$ cat config.mk
export PLATFORM = sky130hd
export DESIGN_NAME = clk_div_multi
export DESIGN_NICKNAME = d
export VERILOG_FILES = /design/src/rtl/clk_div_multi.sv
export SDC_FILE = /design/constraint.sdc
export NUM_CORES = 1
export LEC_CHECK = 0
export BUFFER_PORTS_ARGS = -buffer_cell sky130_fd_sc_hd__buf_2
export CAP_MARGIN = 40
export CORE_MARGIN = 1
export CORE_UTILIZATION = 50
export CTS_CLUSTER_SIZE = 24
export DETAILED_ROUTE_END_ITERATION = 7
export PLACE_DENSITY = 0.68
export SYNTH_ARGS = -nofsm -noshare
export SYNTH_HDL_FRONTEND = slang
export SYNTH_SLANG_ARGS = --single-unit
$ cat constraint.sdc
create_clock -name clk -period 10.8 [get_ports clk]
set_clock_uncertainty 0.05 [all_clocks]
set_input_delay 1.08 -clock clk [delete_from_list [all_inputs] [get_ports clk]]
set_output_delay 1.08 -clock clk [all_outputs]
set_load 0.01 [all_outputs]
$ cat src/rtl/clk_div_multi.sv
// -----------------------------------------------------------------------------
// clk_div_multi
//   NUM_CH independent programmable clock dividers sharing one system clock.
//   Each channel counts 0..div_act-1 while enabled. It emits a one-cycle
//   `tick` after each terminal count and a registered square wave `clk_out`
//   that is high for the first floor(div/2) counts of every period.
//   New divisors are staged in a pending register and take effect only at a
//   period boundary, so no period is ever truncated or stretched.
//
// Ports
//   clk, rst_n : system clock, asynchronous active-low reset
//   en         : per-channel run enable (disabled -> counter parked at 0)
//   sync_clr   : restart all channels at count 0, applying pending divisors
//   cfg_we     : one-cycle divisor write strobe
//   cfg_ch     : channel targeted by the write
//   cfg_div    : new divisor (must be >= 2)
//   tick       : one-cycle pulse per period, per channel
//   clk_out    : divided square wave, per channel
//   cfg_err    : one-cycle pulse after a rejected write
// -----------------------------------------------------------------------------
module clk_div_multi #(
  parameter int NUM_CH  = 3,
  parameter int CNT_W   = 27,
  parameter int DIV_RST = 100000,
  localparam int CH_W   = (NUM_CH > 1) ? $clog2(NUM_CH) : 1
) (
  input  logic              clk,
  input  logic              rst_n,
  input  logic [NUM_CH-1:0] en,
  input  logic              sync_clr,
  input  logic              cfg_we,
  input  logic [CH_W-1:0]   cfg_ch,
  input  logic [CNT_W-1:0]  cfg_div,
  output logic [NUM_CH-1:0] tick,
  output logic [NUM_CH-1:0] clk_out,
  output logic              cfg_err
);

  localparam logic [CNT_W-1:0] DIV_INIT = CNT_W'(DIV_RST);

  logic [CNT_W-1:0]  cnt_q      [NUM_CH];
  logic [CNT_W-1:0]  cnt_d      [NUM_CH];
  logic [CNT_W-1:0]  div_act_q  [NUM_CH];
  logic [CNT_W-1:0]  div_act_d  [NUM_CH];
  logic [CNT_W-1:0]  div_pend_q [NUM_CH];
  logic [CNT_W-1:0]  div_pend_d [NUM_CH];
  logic [NUM_CH-1:0] pend_q,    pend_d;
  logic [NUM_CH-1:0] tick_q,    tick_d;
  logic [NUM_CH-1:0] clk_out_q, clk_out_d;
  logic              cfg_err_q, cfg_err_d;

  logic cfg_ok;
  logic tc;
  logic reload;

  // A write is accepted only for an existing channel and a divisor of at
  // least 2; a divisor of 0 or 1 would make the terminal count ill-defined.
  assign cfg_ok = cfg_we && (32'(cfg_ch) < 32'(NUM_CH)) && (cfg_div >= CNT_W'(2));

  // NOTE: every variable written here gets a default first, so no path
  // leaves a value unassigned and no latch is inferred.
  always_comb begin
    cfg_err_d = cfg_we && !cfg_ok;
    tc        = 1'b0;
    reload    = 1'b0;
    for (int i = 0; i < NUM_CH; i++) begin
      cnt_d[i]      = cnt_q[i];
      div_act_d[i]  = div_act_q[i];
      div_pend_d[i] = div_pend_q[i];
      pend_d[i]     = pend_q[i];
      tick_d[i]     = 1'b0;
      reload        = 1'b0;
      tc            = en[i] && (cnt_q[i] == div_act_q[i] - CNT_W'(1));

      // sync_clr outranks both the terminal count and the enable.
      if (sync_clr || !en[i]) begin
        cnt_d[i] = '0;
        reload   = 1'b1;
      end else if (tc) begin
        cnt_d[i]  = '0;
        reload    = 1'b1;
        tick_d[i] = 1'b1;
      end else begin
        cnt_d[i] = cnt_q[i] + CNT_W'(1);
      end

      // Reload uses the pending state as it stood before this cycle's write,
      // so a write coinciding with a boundary waits for the next one.
      if (reload && pend_q[i]) begin
        div_act_d[i] = div_pend_q[i];
        pend_d[i]    = 1'b0;
      end

      if (cfg_ok && (cfg_ch == CH_W'(i))) begin
        div_pend_d[i] = cfg_div;
        pend_d[i]     = 1'b1;
      end

      // Compare against the divisor that will be active next cycle so the
      // first period after a divisor change already has the new duty cycle.
      clk_out_d[i] = en[i] && !sync_clr && (cnt_d[i] < (div_act_d[i] >> 1));
    end
  end

  // NOTE: sequential state uses non-blocking assignments so every flop
  // samples the values from before the edge, independent of statement order.
  // NOTE: the divisor arrays are reset too; their reset value is functional
  // (the power-up rate), not just a tidy initial state.
  always_ff @(posedge clk or negedge rst_n) begin
    if (!rst_n) begin
      for (int i = 0; i < NUM_CH; i++) begin
        cnt_q[i]      <= '0;
        div_act_q[i]  <= DIV_INIT;
        div_pend_q[i] <= DIV_INIT;
      end
      pend_q    <= '0;
      tick_q    <= '0;
      clk_out_q <= '0;
      cfg_err_q <= 1'b0;
    end else begin
      for (int i = 0; i < NUM_CH; i++) begin
        cnt_q[i]      <= cnt_d[i];
        div_act_q[i]  <= div_act_d[i];
        div_pend_q[i] <= div_pend_d[i];
      end
      pend_q    <= pend_d;
      tick_q    <= tick_d;
      clk_out_q <= clk_out_d;
      cfg_err_q <= cfg_err_d;
    end
  end

  assign tick    = tick_q;
  assign clk_out = clk_out_q;
  assign cfg_err = cfg_err_q;

endmodule

# Yosys cells after proc, flatten, opt, wreduce, memory -nomap -nowiden
# Index checks and enable logic that the tools add are counted.
word_totals:
  regBits: 253
  output_inout_bits: 7
op_classes:
  addsub: 6
  magnitude_cmp: 5
  eq_ne: 5
  muxes: 24
  reduce_logical: 30
ops:
  columns: ["cell", "count"]
  rows:
  - ["$mux W27", 9]
  - ["$add A27 B1 Y27 const B", 3]
  - ["$eq A27 B27 Y1", 3]
  - ["$lt A27 B26 Y1", 3]
  - ["$sub A27 B1 Y27 const B", 3]
  - ["$ge A27 B2 Y1 const B", 1]
  - ["$logic_and A1 B1 Y1", 18]
  - ["$mux W1", 15]
  - ["$reduce_bool A2 Y1", 3]
  - ["$logic_not A1 Y1", 5]
  - ["$logic_or A1 B1 Y1", 3]
  - ["$eq A2 B1 Y1 const B", 1]
  - ["$eq A2 B2 Y1 const B", 1]
  - ["$logic_not A2 Y1", 1]
  - ["$lt A2 B2 Y1 const B", 1]

# Logic depth before layout (Yosys ltp)
logic_depth:
  depth_word: 9
  depth_mapped: 23
  depth_no_buf: 19

# Worst setup path after synthesis
# Ideal clock, no wire load.
synth_path:
  kind: "reg-to-reg"
  startpoint: "register div_act_q[3] in the netlist's numbering"
  endpoint: "register clk_out_q[2], in the netlist clk_out[2]"
  setup_time_ps: 67
  arrival_time_ps: 5477
  required_ps: 10683
  path_slack_ps: 5206
  path_stages_with_launch: 24
  synth_period_minus_slack_ps: 5594
  path_cell_list: "dfrtp_1 -> buf_2 -> or4_1 -> buf_2 -> or4_1 -> buf_2 -> or4_1 -> a211oi_1 -> nor3_1 -> or4_1 -> clkbuf_1 -> a21o_1 -> buf_6 -> buf_2 -> mux2i_1 -> ha_1 -> a21o_1 -> a21o_1 -> a21o_1 -> a21o_1 -> a21oi_1 -> nor2b_1 -> a2111oi_0 -> and3_1"
synth_via:
  elab_chain_len: 9
  word_cells_on_any_way: 11
synth_lines:
  columns: ["item", "line", "rtl"]
  rows:
  - ["from (decl)", "43", "logic [CNT_W-1:0] div_act_q [NUM_CH];"]
  - ["from (signal, indexed assignment)", "123", "div_act_q[i] <= div_act_d[i];"]
  - ["$sub A27 B1 Y27", "73", "tc = en[i] && (cnt_q[i] == div_act_q[i] - CNT_W'(1));"]
  - ["$eq A27 B27 Y1", "73", null]
  - ["$logic_and A1 B1 Y1", "73", null]
  - ["$mux W1", "79", "end else if (tc) begin"]
  - ["$mux W1", "76", "if (sync_clr || !en[i]) begin"]
  - ["$logic_and A1 B1 Y1", "89", "if (reload && pend_q[i]) begin"]
  - ["$mux W27", "89", null]
  - ["$lt A27 B26 Y1 *", "101", "clk_out_d[i] = en[i] && !sync_clr && (cnt_d[i] < (div_act_d[i] >> 1));"]
  - ["$logic_and A1 B1 Y1 *", "101", null]
  - ["named net clk_out_d[2]", "49", "logic [NUM_CH-1:0] clk_out_q, clk_out_d;"]
  - ["to (signal assigned)", "128", "clk_out_q <= clk_out_d;"]
  - ["to (decl)", "49", null]
# Mark *: on every way through the listed nets, which the timed path passes. The rest lies on a longest branch.
# A chain may end at the register's enable or synchronous reset.

# Final worst setup path
layout_path:
  startpoint: "register div_act_q[55] in the netlist's numbering"
  endpoint: "register clk_out_q[0], in the netlist clk_out[0]"
# Same word-level chain as after synthesis.

==> results.cfg <==
[synth]
synthCells = 1715
synth-main-ff-cell = dfrtp_1
ys_types = 65
yosys_warnings = 0
syn_nets = 1832
synth-edff-count = 0
postSynthAreaPerCell_sq_um = 9.796
synth_area_sq_um = 16800
ys_ff_latch = 253
synthArstFlopShare = 1.000
synth-seq-area-share = 0.3795

[pwr]
power_density_nw_per_um2 = 174.0
ir_drop_uv = 128.5
power_mw = 3.186
p_leak_nw = 8.051

[cts]
cts_hold_buffers = 0
clock_latency_ns = 0.59
post_cts_buffers = 0
path_clk_slew_ns = 0.06
cts.sinks = 253
htree_levels = 1
cts_buffers = 29
root_buffer = clkbuf_16
cts-resized-gates = 0
cts_tree = yes
clockBufferDepth = 3

[worst_setup_path]
ff2ff_setup_slack_ns = 4.31
critPathKind = reg -> reg
end_kind = flip-flop
rr_endpoint = clk_out[0]
reg2reg_depth = 18
cp.arrival_ns = 6.96
worst_setup_path_start_kind = flip-flop
r2r-start = div_act_q[55]
worst_ep_required_time_ns = 11.26
path_max_fanout = 32

[global_routing]
grt_usage = 0.2615
grt_max_degree = 113
grt_pass1_wl_um = 70210
grt.overflow.total = 0
antenna_found_initial = 3
first_global_vias = 12789

[min_path]
whs_path_depth = 2
hold_start = div_pend_q[0]
min_to = div_pend_q[0]
min_path_type = reg -> reg

[floorplan]
die_x_um = 185.3
rows = 66
core-area_sq_um = 32780
dieArea_sq_um = 34340
initial_core_util = 0.5124
die_height_um = 185.3
ios = 43

[drt]
vias = 13294
drtAntennaViolNets = 0
wire_per_inst_um = 20.14
wl_um = 43430
drtPass1Iterations = 5
vias_per_cell = 6.166
drc = 0
drt_iter0_markers = 900

[timing]
relSlewSlack = 0.3906
rsz0062_at_grt = no
period_share = 0.6011
drv_slew = 0
setup_viol = 0
worst_hold_slack_ns = 0.4287
tightest_slew_ns = 0.9141
max_freq_mhz = 154.0
hold_viol = 0
finalSetupTns_ns = 0
fin_crit_ns = 6.492
fin_ws_ns = 4.308

[place]
gp_congestion = 0.9570
io_buffer_count = 42
dp_hpwl_um = 31520
placed_cell_area_sq_um = 17300
dp_slack_ns = 4.471

[cells_and_area]
syn_to_final_growth_pct = 8.997
drive_gt1_frac = 0.1733
stdcell_area_sq_um = 18310
multi_input_area_sq_um = 9818
final-seq-area_sq_um = 6377
diodes = 0
nFillCells = 2907
final_nets = 1808

[job]
timing.max_cap.violations = 0

[status]
outcome = completed
critical path: stages, from the launching register on:
cell and delay [ns]:
dfrtp_1 0.47, or4_1 0.63, or4_1 0.56, a2111o_1 0.37, a2111oi_0 0.44, nand4_1 0.16, or4_2 0.58, buf_4 0.34
mux2i_1 0.20, a311oi_1 0.52, ha_1 0.35, a21o_1 0.17, a21o_1 0.17, a21o_1 0.18, a211oi_1 0.40, a211oi_1 0.12
a211o_1 0.28, nor4_1 0.26, a211o_1 0.17
how the worst max path moves through the flow:
stage	slack, ns	cells after the start	to	start
2_1_floorplan	5.21	23	clk_out[2]	div_act_q[3]
3_3_place_gp	4.51	18	clk_out[2]	div_act_q[3]
3_5_place_dp	4.47	18	clk_out[2]	div_act_q[3]
4_1_cts	4.43	18	clk_out[2]	div_act_q[3]
5_1_grt	3.96	18	clk_out[0]	div_act_q[55]
6_report	4.31	18	clk_out[0]	div_act_q[55]
cell usage after synthesis (21+ instances only):
| master | number | share of area |
|---|---|---|
| dfrtp_1 | 217 | 0.32 |
| nor2_1 | 115 | 0.026 |
| mux2_2 | 104 | 0.070 |
| nand3_1 | 100 | 0.030 |
| clkbuf_1 | 93 | 0.021 |
| xnor2_1 | 90 | 0.047 |
| xor2_1 | 84 | 0.044 |
| mux2i_1 | 82 | 0.049 |
| ha_1 | 81 | 0.060 |
| nand2_1 | 81 | 0.018 |
| nor3_1 | 68 | 0.020 |
| o21ai_0 | 58 | 0.017 |
| inv_1 | 46 | 0.010 |
| nand4_1 | 41 | 0.015 |
| nor4_1 | 40 | 0.015 |
| dfstp_2 | 36 | 0.056 |
| a21oi_1 | 31 | 0.0092 |
| a21o_1 | 28 | 0.013 |
| a311oi_1 | 26 | 0.014 |
| a311o_1 | 25 | 0.015 |
| mux2_4 | 25 | 0.022 |
| or3_1 | 21 | 0.0078 |
| or4_1 | 21 | 0.0094 |
layout make-up:
cell class	instances	share of cell area
clock buffer	40	0.04407
clock inverter	14	0.01134
inverter	46	0.009429
multi-input combinational	1302	0.5362
sequential	253	0.3483
tap	442	0.03020
timing repair buffer	59	0.02050
layout by cell type, fill, tap and decap left out, drive strengths merged, types with 68 or more instances in the layout:
master	n
xor2	84
mux2	132
dfrtp	217
nand3	100
mux2i	82
nor3	68
nor2	115
ha	81
xnor2	90
nand2	81
kinds of logic (layout without fill, tap and decap cells):
logic type / Yosys count / after routing / synth area share
adder cells (fa/ha/maj): 81 / 81 / 0.06033
flip-flops: 253 / 253 / 0.3795
AND/OR/NAND/NOR: 590 / 590 / 0.1863
buffers and inverters: 160 / 159 / 0.03828
AO/OA/AOI/OAI: 243 / 243 / 0.1020
multiplexers: 214 / 214 / 0.1429
XOR/XNOR: 174 / 174 / 0.09071
stage by stage:
| step | utilization | instances |
|---|---|---|
| final | 0.5585 | 2156 |
| after global routing | 0.5585 | 2156 |
| after CTS | 0.5585 | 2156 |
| after detailed placement | 0.5276 | 2102 |
| after global placement | 0.5263 | 2100 |
| after floorplan | - | 1715 |
flip-flops by register name, indices dropped and copies added (netlist names):
signal / count
div_act_q: 81
tick: 3
pend_q: 3
div_pend_q: 81
cfg_err: 1
cnt_q: 81
clk_out: 3
power breakdown:
part,switching [mW],internal (mW),total (mW)
Clock,0.419,0.624,1.04
Sequential,0.244,1.13,1.37
Combinational,0.394,0.379,0.772
per-layer routing:
metal / vias up / track usage / wire, um
met5: - / 0 / 0
met4: 0 / 0.07967 / 1289
met3: 72 / 0.02792 / 2253
met2: 366 / 0.4249 / 19920
met1: 6607 / 0.3653 / 19970
li1: 6249 / - / -
No activity file was read; power rests on OpenSTA's default activity.
